### src/rtl/text_buf_writer_if.sv
// rtl/text_buf_writer_if.sv - code stream, clear request and RAM write bundle of the text buffer writer
interface text_buf_writer_if #(
   parameter int COLS_LOG2 = 5,
   parameter int ROWS_LOG2 = 2
);
   logic                           ch_valid;
   logic [6:0]                     ch_data;
   logic                           ch_ready;
   logic                           clr_req;
   logic                           busy;
   logic                           wr_en;
   logic [COLS_LOG2+ROWS_LOG2-1:0] wr_addr;
   logic [6:0]                     wr_data;
   logic [COLS_LOG2-1:0]           cur_col;
   logic [ROWS_LOG2-1:0]           cur_row;

   // Character source side: supplies codes and clear requests, observes the writer.
   modport master (
      output ch_valid, ch_data, clr_req,
      input  ch_ready, busy, wr_en, wr_addr, wr_data, cur_col, cur_row
   );

   // Writer side: consumes codes and drives the character RAM write port.
   modport slave (
      input  ch_valid, ch_data, clr_req,
      output ch_ready, busy, wr_en, wr_addr, wr_data, cur_col, cur_row
   );
endinterface

### src/rtl/text_buf_writer.sv
// rtl/text_buf_writer.sv - writes an ASCII code stream into the character RAM at a tracked cursor
module text_buf_writer #(
   parameter int COLS_LOG2 = 5,
   parameter int ROWS_LOG2 = 2
) (
   input  logic             clk,
   input  logic             reset_n,
   text_buf_writer_if.slave bus
);
   localparam int AW = COLS_LOG2 + ROWS_LOG2;
   localparam logic [AW-1:0]        LAST_IDX = '1;
   localparam logic [COLS_LOG2-1:0] LAST_COL = '1;

   localparam logic [6:0] C_BS = 7'h08;
   localparam logic [6:0] C_LF = 7'h0A;
   localparam logic [6:0] C_FF = 7'h0C;
   localparam logic [6:0] C_CR = 7'h0D;

   typedef enum logic {S_CLEAR, S_IDLE} state_t;

   state_t               state_q;
   logic [AW-1:0]        idx_q;
   logic [COLS_LOG2-1:0] col_q;
   logic [ROWS_LOG2-1:0] row_q;
   // ready_q is low through the last sweep-write cycle so that busy and
   // acceptance change together one cycle after the final clear write.
   logic                 ready_q;
   logic                 busy_q;
   logic                 wr_en_q;
   logic [AW-1:0]        wr_addr_q;
   logic [6:0]           wr_data_q;

   logic                 take;
   logic                 is_print;
   logic [COLS_LOG2-1:0] adv_col_d;
   logic [ROWS_LOG2-1:0] adv_row_d;
   logic [COLS_LOG2-1:0] bs_col_d;

   // A pending clear request pre-empts the code offered in the same cycle.
   assign take     = bus.ch_valid && ready_q && !bus.clr_req;
   assign is_print = (bus.ch_data >= 7'h20) && (bus.ch_data <= 7'h7E);

   // Cursor candidates: advance with row wrap (rows wrap by width), and backspace column.
   always_comb begin
      adv_col_d = col_q + 1'b1;
      adv_row_d = row_q;
      if (col_q == LAST_COL) begin
         adv_row_d = row_q + 1'b1;
      end
      bs_col_d = col_q - 1'b1;
   end

   // Control FSM: clear sweep, then code handling with registered write outputs.
   always_ff @(posedge clk or negedge reset_n) begin
      if (!reset_n) begin
         state_q   <= S_CLEAR;
         idx_q     <= '0;
         col_q     <= '0;
         row_q     <= '0;
         ready_q   <= 1'b0;
         busy_q    <= 1'b1;
         wr_en_q   <= 1'b0;
         wr_addr_q <= '0;
         wr_data_q <= '0;
      end else begin
         case (state_q)
            S_CLEAR: begin
               wr_en_q   <= 1'b1;
               wr_addr_q <= idx_q;
               wr_data_q <= 7'h00;
               idx_q     <= idx_q + 1'b1;
               if (idx_q == LAST_IDX) begin
                  state_q <= S_IDLE;
                  col_q   <= '0;
                  row_q   <= '0;
               end
            end
            S_IDLE: begin
               wr_en_q <= 1'b0;
               busy_q  <= 1'b0;
               ready_q <= 1'b1;
               if (ready_q && bus.clr_req) begin
                  state_q <= S_CLEAR;
                  idx_q   <= '0;
                  busy_q  <= 1'b1;
                  ready_q <= 1'b0;
               end else if (take) begin
                  if (is_print) begin
                     wr_en_q   <= 1'b1;
                     wr_addr_q <= {row_q, col_q};
                     wr_data_q <= bus.ch_data;
                     col_q     <= adv_col_d;
                     row_q     <= adv_row_d;
                  end else begin
                     case (bus.ch_data)
                        C_CR: begin
                           col_q <= '0;
                        end
                        C_LF: begin
                           col_q <= '0;
                           row_q <= row_q + 1'b1;
                        end
                        C_BS: begin
                           if (col_q != '0) begin
                              col_q     <= bs_col_d;
                              wr_en_q   <= 1'b1;
                              wr_addr_q <= {row_q, bs_col_d};
                              wr_data_q <= 7'h00;
                           end
                        end
                        C_FF: begin
                           state_q <= S_CLEAR;
                           idx_q   <= '0;
                           busy_q  <= 1'b1;
                           ready_q <= 1'b0;
                        end
                        default: begin
                        end
                     endcase
                  end
               end
            end
            default: begin
               state_q <= S_CLEAR;
               idx_q   <= '0;
            end
         endcase
      end
   end

   assign bus.ch_ready = ready_q && !bus.clr_req;
   assign bus.busy     = busy_q;
   assign bus.wr_en    = wr_en_q;
   assign bus.wr_addr  = wr_addr_q;
   assign bus.wr_data  = wr_data_q;
   assign bus.cur_col  = col_q;
   assign bus.cur_row  = row_q;
endmodule

### src/flat_wrapper.sv
// flat-port wrapper written by rule: the top's interface ports become plain ports
module text_buf_writer_flat 
#(
   parameter int COLS_LOG2 = 5,
   parameter int ROWS_LOG2 = 2
)
  (clk, reset_n, bus_ch_valid, bus_ch_data, bus_clr_req, bus_ch_ready, bus_busy, bus_wr_en, bus_wr_addr, bus_wr_data, bus_cur_col, bus_cur_row);
  text_buf_writer_if #(.COLS_LOG2(COLS_LOG2), .ROWS_LOG2(ROWS_LOG2)) bus_i ();
  input  logic clk;
  input  logic reset_n;
  input wire logic [$bits(bus_i.ch_valid)-1:0] bus_ch_valid;
  input wire logic [$bits(bus_i.ch_data)-1:0] bus_ch_data;
  input wire logic [$bits(bus_i.clr_req)-1:0] bus_clr_req;
  output wire logic [$bits(bus_i.ch_ready)-1:0] bus_ch_ready;
  output wire logic [$bits(bus_i.busy)-1:0] bus_busy;
  output wire logic [$bits(bus_i.wr_en)-1:0] bus_wr_en;
  output wire logic [$bits(bus_i.wr_addr)-1:0] bus_wr_addr;
  output wire logic [$bits(bus_i.wr_data)-1:0] bus_wr_data;
  output wire logic [$bits(bus_i.cur_col)-1:0] bus_cur_col;
  output wire logic [$bits(bus_i.cur_row)-1:0] bus_cur_row;
  assign bus_i.ch_valid = bus_ch_valid;
  assign bus_i.ch_data = bus_ch_data;
  assign bus_i.clr_req = bus_clr_req;
  assign bus_ch_ready = bus_i.ch_ready;
  assign bus_busy = bus_i.busy;
  assign bus_wr_en = bus_i.wr_en;
  assign bus_wr_addr = bus_i.wr_addr;
  assign bus_wr_data = bus_i.wr_data;
  assign bus_cur_col = bus_i.cur_col;
  assign bus_cur_row = bus_i.cur_row;
  text_buf_writer #(.COLS_LOG2(COLS_LOG2), .ROWS_LOG2(ROWS_LOG2)) u_core (.clk(clk), .reset_n(reset_n), .bus(bus_i));
endmodule
### config.mk
export PLATFORM = sky130hd
export DESIGN_NAME = text_buf_writer_flat
export DESIGN_NICKNAME = d
export VERILOG_FILES = /design/src/rtl/text_buf_writer_if.sv /design/src/rtl/text_buf_writer.sv /design/src/flat_wrapper.sv
export SDC_FILE = /design/constraint.sdc
export NUM_CORES = 1
export LEC_CHECK = 0
export CAP_MARGIN = 0
export CORE_MARGIN = 3
export CORE_UTILIZATION = 55
export CTS_CLUSTER_SIZE = 30
export DETAILED_ROUTE_END_ITERATION = 10
export PLACE_DENSITY = 0.86
export RECOVER_POWER = 25
export SLEW_MARGIN = 0
export SYNTH_ARGS = -nofsm -noshare
export SYNTH_HDL_FRONTEND = slang
export SYNTH_SLANG_ARGS = --single-unit
### constraint.sdc
create_clock -name clk -period 3.2 [get_ports clk]
set_input_delay 0.64 -clock clk [delete_from_list [all_inputs] [get_ports clk]]
set_output_delay 0.64 -clock clk [all_outputs]
set_load 0.005 [all_outputs]
==> impl_metrics.env, run 1 <==
export IMPL_failed_checks="capacitance limit, slew limit"
export IMPL_rows=20
export IMPL_critPathTopFamily="simple AND/OR/NAND/NOR gates"
export IMPL_synth_edf_count=0
export IMPL_initial_core_util=0.5960
export IMPL_fmax_mhz=401.6
export IMPL_outcome="finished, violations left"
export IMPL_n_antenna_cell=0
export IMPL_min_path_type="reg -> reg"
export IMPL_top_layer="met4"
export IMPL_syn_area_sq_um=1879
export IMPL_dr_pass1_iters=5
export IMPL_peakVddDrop_mv=0.4347
export IMPL_dpl_cell_area_sq_um=2261
export IMPL_power_mw=1.482
export IMPL_grt_first_pass_wirelength_mm=7.659
export IMPL_drt_iter0_markers=68
export IMPL_die_area_sq_um=4154
export IMPL_r2r_end="u_core.bus.wr_data[3]"
export IMPL_multi_input_comb_area_sq_um=980.9
export IMPL_routed_via_count=1639
export IMPL_drc=0
export IMPL_core_area_sq_um=3153
export IMPL_post_drt_via_cell_ratio=6.070
export IMPL_critPathKind="in -> reg"
export IMPL_period_share=0.7781
export IMPL_synth_cells=187
export IMPL_cts_tree="yes"
export IMPL_synth_top_flop_cell="dfrtp_1"
export IMPL_fin_ws_ps=710.1
export IMPL_drt_wl_total_mm=4.463
export IMPL_htreeDepth=2
export IMPL_dpl_hpwl_mm=3.145
export IMPL_cts_buffer_depth=2
export IMPL_stdcell_area_sq_um=2337
export IMPL_finish_utilization=0.7413
export IMPL_post_cts_resized=0
export IMPL_setup_viol=0
export IMPL_ys_seq_area_frac=0.4268
export IMPL_hold_buffers=0
export IMPL_hold_slack_ps=505.7
export IMPL_cp_cell_sequence="clkdlybuf4s50_1 > nor4b_4 > nand3_1 > a41oi_1 > nand2_1 > o22ai_1"
export IMPL_cts_buffers=5
export IMPL_synth_nets=203
export IMPL_gr_usage_all_layers=0.2349
export IMPL_rsz0062_at_grt="no"
export IMPL_synth_seq_cells=32
export IMPL_post_cts_buffers=0
export IMPL_io_pins=35
export IMPL_synth_async_sr_flop_share=1.000
export IMPL_path_max_fanout=8
export IMPL_seq_area_sq_um=802.0
export IMPL_fillers=237
export IMPL_clock_sinks=32
export IMPL_hold_path_endpoint="u_core.bus.busy"
export IMPL_ys_types=52
export IMPL_rr_worst_depth=7
export IMPL_cts_root_buf="clkbuf_4"
export IMPL_met2_length_mm=2.157
export IMPL_mostFrequentLayoutCells="clkdlybuf4s50_1 (33), dfrtp_1 (31), inv_1 (13), nor2_1 (13), nand2_1 (13)"
export IMPL_period_minus_slack_ps=2490
export IMPL_avgSynthCellArea_sq_um=10.05
export IMPL_drv_cap=1
export IMPL_dr_wl_met3_microns=319
export IMPL_nets=241
export IMPL_layoutNonFillerInstCount=270
export IMPL_worstHoldStart="u_core.bus.busy"
export IMPL_gr_total_overflow=0
export IMPL_grt_pass1_vias=1643
export IMPL_power_density_nw_per_um2=633.9
export IMPL_place_ws_ps=415.3
export IMPL_wl_met1_mm=1.912
export IMPL_worst_setup_path_end_kind="flip-flop"
export IMPL_fp_dieW_microns=64.46
export IMPL_cp_slowest_cell="a41oi_1"
export IMPL_die_height_microns=64.46
export IMPL_max_stage_delay_ps=610
export IMPL_place_congestion=0.8121
export IMPL_area_growth_pct=24.37
export IMPL_arrival_ps=2730
export IMPL_layout_drive_gt1_share=0.1283
export IMPL_cp_required_ps=3440
export IMPL_dp_cells=262
export IMPL_clkTransAtPathRegs_ps=110
export IMPL_antenna_found_initial=0
export IMPL_path_buf_inv=1
export IMPL_drtAntennaViolNets=0
export IMPL_p_leak_nw=1.054
export IMPL_regToRegSetupSlack_ps=930
export IMPL_skew_ps=17.58
export IMPL_reg2reg_from="u_core.bus.cur_col[0]"
export IMPL_grt_max_degree=33
export IMPL_layout_commonest_cell="clkdlybuf4s50_1"
export IMPL_clock_latency_ps=340
export IMPL_hold_violations=0
export IMPL_start_kind="input pin"
export IMPL_whs_path_depth=2
export IMPL_synth_warnings=0
export IMPL_slew_limit_headroom=-0.1376
export IMPL_io_buffers=34
export IMPL_wl_per_cell_microns=16.53
export IMPL_slew_viol_final=33
export IMPL_worst_pin_slew_ps=1706
export IMPL_final_setup_tns_ps=0
==> synthesized netlist by cell type, drive strengths merged (3+ instances only) <==
master  instances  share of area
nand3           9          0.024
and2            3          0.010
a21oi           6          0.016
xnor2           5          0.023
ha              5          0.033
mux2i           4          0.021
nand2          14          0.032
nor3            3         0.0080
mux2            9          0.064
nor2b           4          0.013
dfrtp          31           0.41
inv            13          0.026
a31oi           3          0.010
nand4           3          0.010
buf             6          0.021
o21ai           9          0.030
a21o            3          0.012
o22ai           3          0.010
a22o            7          0.033
and3            5          0.019
nor2           13          0.026
==> worst max-delay path by stage <==
stage,start,end,slack (ps),cells past startpoint
2_1_floorplan,u_core.bus.cur_col[0],u_core.bus.wr_data[0],1080,8
3_3_place_gp,bus_ch_data[2],u_core.bus.wr_data[3],550,6
3_5_place_dp,bus_ch_data[6],u_core.bus.cur_col[0],420,6
4_1_cts,bus_ch_data[6],u_core.bus.cur_col[0],740,6
5_1_grt,bus_ch_data[1],u_core.bus.cur_col[3],480,6
6_report,bus_ch_data[6],u_core.bus.cur_col[0],710,6
==> flip-flops by register name (all words and copies together) (netlist names) <==
name / cells
u_core.ready_q: 1
u_core.idx_q: 7
u_core.bus.wr_addr: 7
u_core.bus.wr_en: 1
u_core.state_q: 1
u_core.bus.busy: 1
u_core.bus.cur_col: 5
u_core.bus.cur_row: 2
u_core.bus.wr_data: 7
==> tightest hold or removal path, delay by kind of cell, from the launching register on <==
family / cells / cell delay (ps)
and+or+nand+nor: 2 / 130
DFF: 1 / 390
==> per-layer routing <==
layer / vias up / global-route usage
met2: 72 / 0.3814
met1: 796 / 0.2961
met5: - / 0
met4: 0 / 0.07916
met3: 11 / 0.07452
li1: 760 / -
==> logic make-up after synthesis <==
kind of cell               synth area share
xor gates and xnor gates            0.02796
AOI/OAI and AO/OA                    0.1851
and+or+nand+nor                      0.1904
buffers and inverters               0.05126
muxes                               0.08522
DFF                                  0.4268
adders and majority gates           0.03329
==> area by class of cell <==
class                      count  share of cell area
sequential                    32              0.3431
clock inverter                 3             0.01820
clock buffer                   5             0.01606
multi-input combinational    134              0.4197
inverter                      14             0.02248
tap                           44             0.02355
timing repair buffer          38              0.1569
==> report_power, final <==
group | switching (mW) | internal, mW
registers | 0.119 | 0.524
clock network | 0.150 | 0.163
logic | 0.215 | 0.310
total | 0.485 | 0.997
No activity file was read; power rests on OpenSTA's default activity.
==> run 2: changes to the inputs <==
- CORE_UTILIZATION: 55 -> 52
- PLACE_DENSITY: 0.86 -> 0.82
- clock period: 3.2 -> 2.5 ns (I/O delays scaled with it)
==> impl_metrics.env, run 2 (synthesis gave the netlist of run 1 again) <==
export IMPL_outcome="finished, violations left"
export IMPL_failed_checks="capacitance limit, slew limit"
export IMPL_dr_pass1_iters=4
export IMPL_p_leak_nw=1.085
export IMPL_cts_buffer_depth=2
export IMPL_slew_viol_final=33
export IMPL_drc=0
export IMPL_grt_pass1_vias=1659
export IMPL_area_growth_pct=26.70
export IMPL_fin_ws_ps=215.3
export IMPL_cts_root_buf="clkbuf_4"
export IMPL_layout_drive_gt1_share=0.1466
export IMPL_setup_viol=0
export IMPL_fp_dieW_microns=66.12
export IMPL_htreeDepth=2
export IMPL_stdcell_area_sq_um=2381
export IMPL_critPathKind="reg -> reg"
export IMPL_io_buffers=34
export IMPL_max_stage_delay_ps=480
export IMPL_dpl_cell_area_sq_um=2308
export IMPL_dpl_hpwl_mm=3.244
export IMPL_routed_via_count=1636
export IMPL_final_setup_tns_ps=0
export IMPL_drv_cap=1
export IMPL_critPathTopFamily="simple AND/OR/NAND/NOR gates"
export IMPL_drt_iter0_markers=101
export IMPL_clkTransAtPathRegs_ps=100
export IMPL_min_path_type="reg -> reg"
export IMPL_worst_pin_slew_ps=1703
export IMPL_rsz0062_at_grt="no"
export IMPL_worst_setup_path_end_kind="flip-flop"
export IMPL_cts_buffers=5
export IMPL_die_height_microns=66.12
export IMPL_place_congestion=0.8734
export IMPL_core_area_sq_um=3416
export IMPL_post_drt_via_cell_ratio=5.885
export IMPL_power_density_nw_per_um2=791.8
export IMPL_drt_wl_total_mm=4.506
export IMPL_slew_limit_headroom=-0.1355
export IMPL_post_cts_buffers=0
export IMPL_antenna_found_initial=0
export IMPL_n_antenna_cell=0
export IMPL_rows=21
export IMPL_place_ws_ps=81.03
export IMPL_path_max_fanout=12
export IMPL_period_minus_slack_ps=2285
export IMPL_clock_latency_ps=340
export IMPL_hold_buffers=0
export IMPL_post_cts_resized=0
export IMPL_skew_ps=9.875
export IMPL_initial_core_util=0.5502
export IMPL_mostFrequentLayoutCells="clkdlybuf4s50_1 (34), dfrtp_1 (31), inv_1 (13), nor2_1 (13), nand2_1 (13)"
export IMPL_path_buf_inv=1
export IMPL_wl_per_cell_microns=16.21
export IMPL_cp_slowest_cell="dfrtp_1"
export IMPL_gr_total_overflow=0
export IMPL_period_share=0.9139
export IMPL_clock_sinks=32
export IMPL_cts_tree="yes"
export IMPL_fmax_mhz=437.7
export IMPL_layout_commonest_cell="clkdlybuf4s50_1"
export IMPL_grt_max_degree=33
export IMPL_io_pins=35
export IMPL_nets=247
export IMPL_drtAntennaViolNets=0
export IMPL_hold_violations=0
export IMPL_grt_first_pass_wirelength_mm=7.652
export IMPL_gr_usage_all_layers=0.2315
export IMPL_start_kind="flip-flop"
export IMPL_arrival_ps=2510
export IMPL_peakVddDrop_mv=0.6061
export IMPL_cp_required_ps=2730
export IMPL_die_area_sq_um=4371
export IMPL_cp_cell_sequence="inv_1 > ha_1 > or4b_4 > and3_4 > o21ai_4 > nand2_4 > mux2_4"
[run 2: layer usage]
layer / share of wire / vias to the layer above / global-route usage
met1: 0.43 / 774 / 0.2893
met3: 0.068 / 16 / 0.04422
li1: - / 772 / -
met5: 0 / - / 0
met2: 0.47 / 74 / 0.3755
met4: 0.034 / 0 / 0.1244
[run 2: final timing paths]
check / slack [ps] / from / to / cells past startpoint
worst max-delay path: 220 / u_core.bus.cur_col[0] / u_core.bus.wr_data[1] / 7
worst min-delay path: 500 / u_core.bus.wr_addr[0] / u_core.bus.wr_addr[0] / 1
worst max register to register: 220 / u_core.bus.cur_col[0] / u_core.bus.wr_data[1] / 7
worst min register to register: 500 / u_core.bus.wr_addr[0] / u_core.bus.wr_addr[0] / 1
max in group asynchronous: 460 / reset_n / u_core.idx_q[5] / 2
min in group asynchronous: 1060 / reset_n / u_core.bus.cur_col[3] / 2
[run 2: cell type report]
| cell class | instances | area [sq um] |
|---|---|---|
| inverters | 14 | 52.55 |
| clock buffers | 6 | 41.29 |
| clock inverters | 2 | 35.03 |
| multi-input cells | 134 | 980.9 |
| well taps | 46 | 57.56 |
| flip-flops and latches | 32 | 802.0 |
| fillers | 264 | 1035 |
| repair buffers | 44 | 411.6 |
[run 2: per-stage QoR]
| stage | hold slack (ps) | util | instances | total power [mW] |
|---|---|---|---|---|
| 3_5_place_dp | 483.0 | 0.6758 | 270 | 1.505 |
| 6_report | 502.7 | 0.6971 | 278 | 1.885 |
| 2_1_floorplan | 204.4 | - | 187 | 1.192 |
| 4_1_cts | 508.3 | 0.6982 | 278 | 1.900 |
| 3_3_place_gp | 477.4 | 0.6758 | 270 | 1.466 |
| 5_1_grt | 528.1 | 0.6971 | 278 | 2.017 |
[run 2: where the power goes]
part | internal (mW) | switching [mW]
clock network | 0.209 | 0.181
logic | 0.405 | 0.277
registers | 0.671 | 0.141
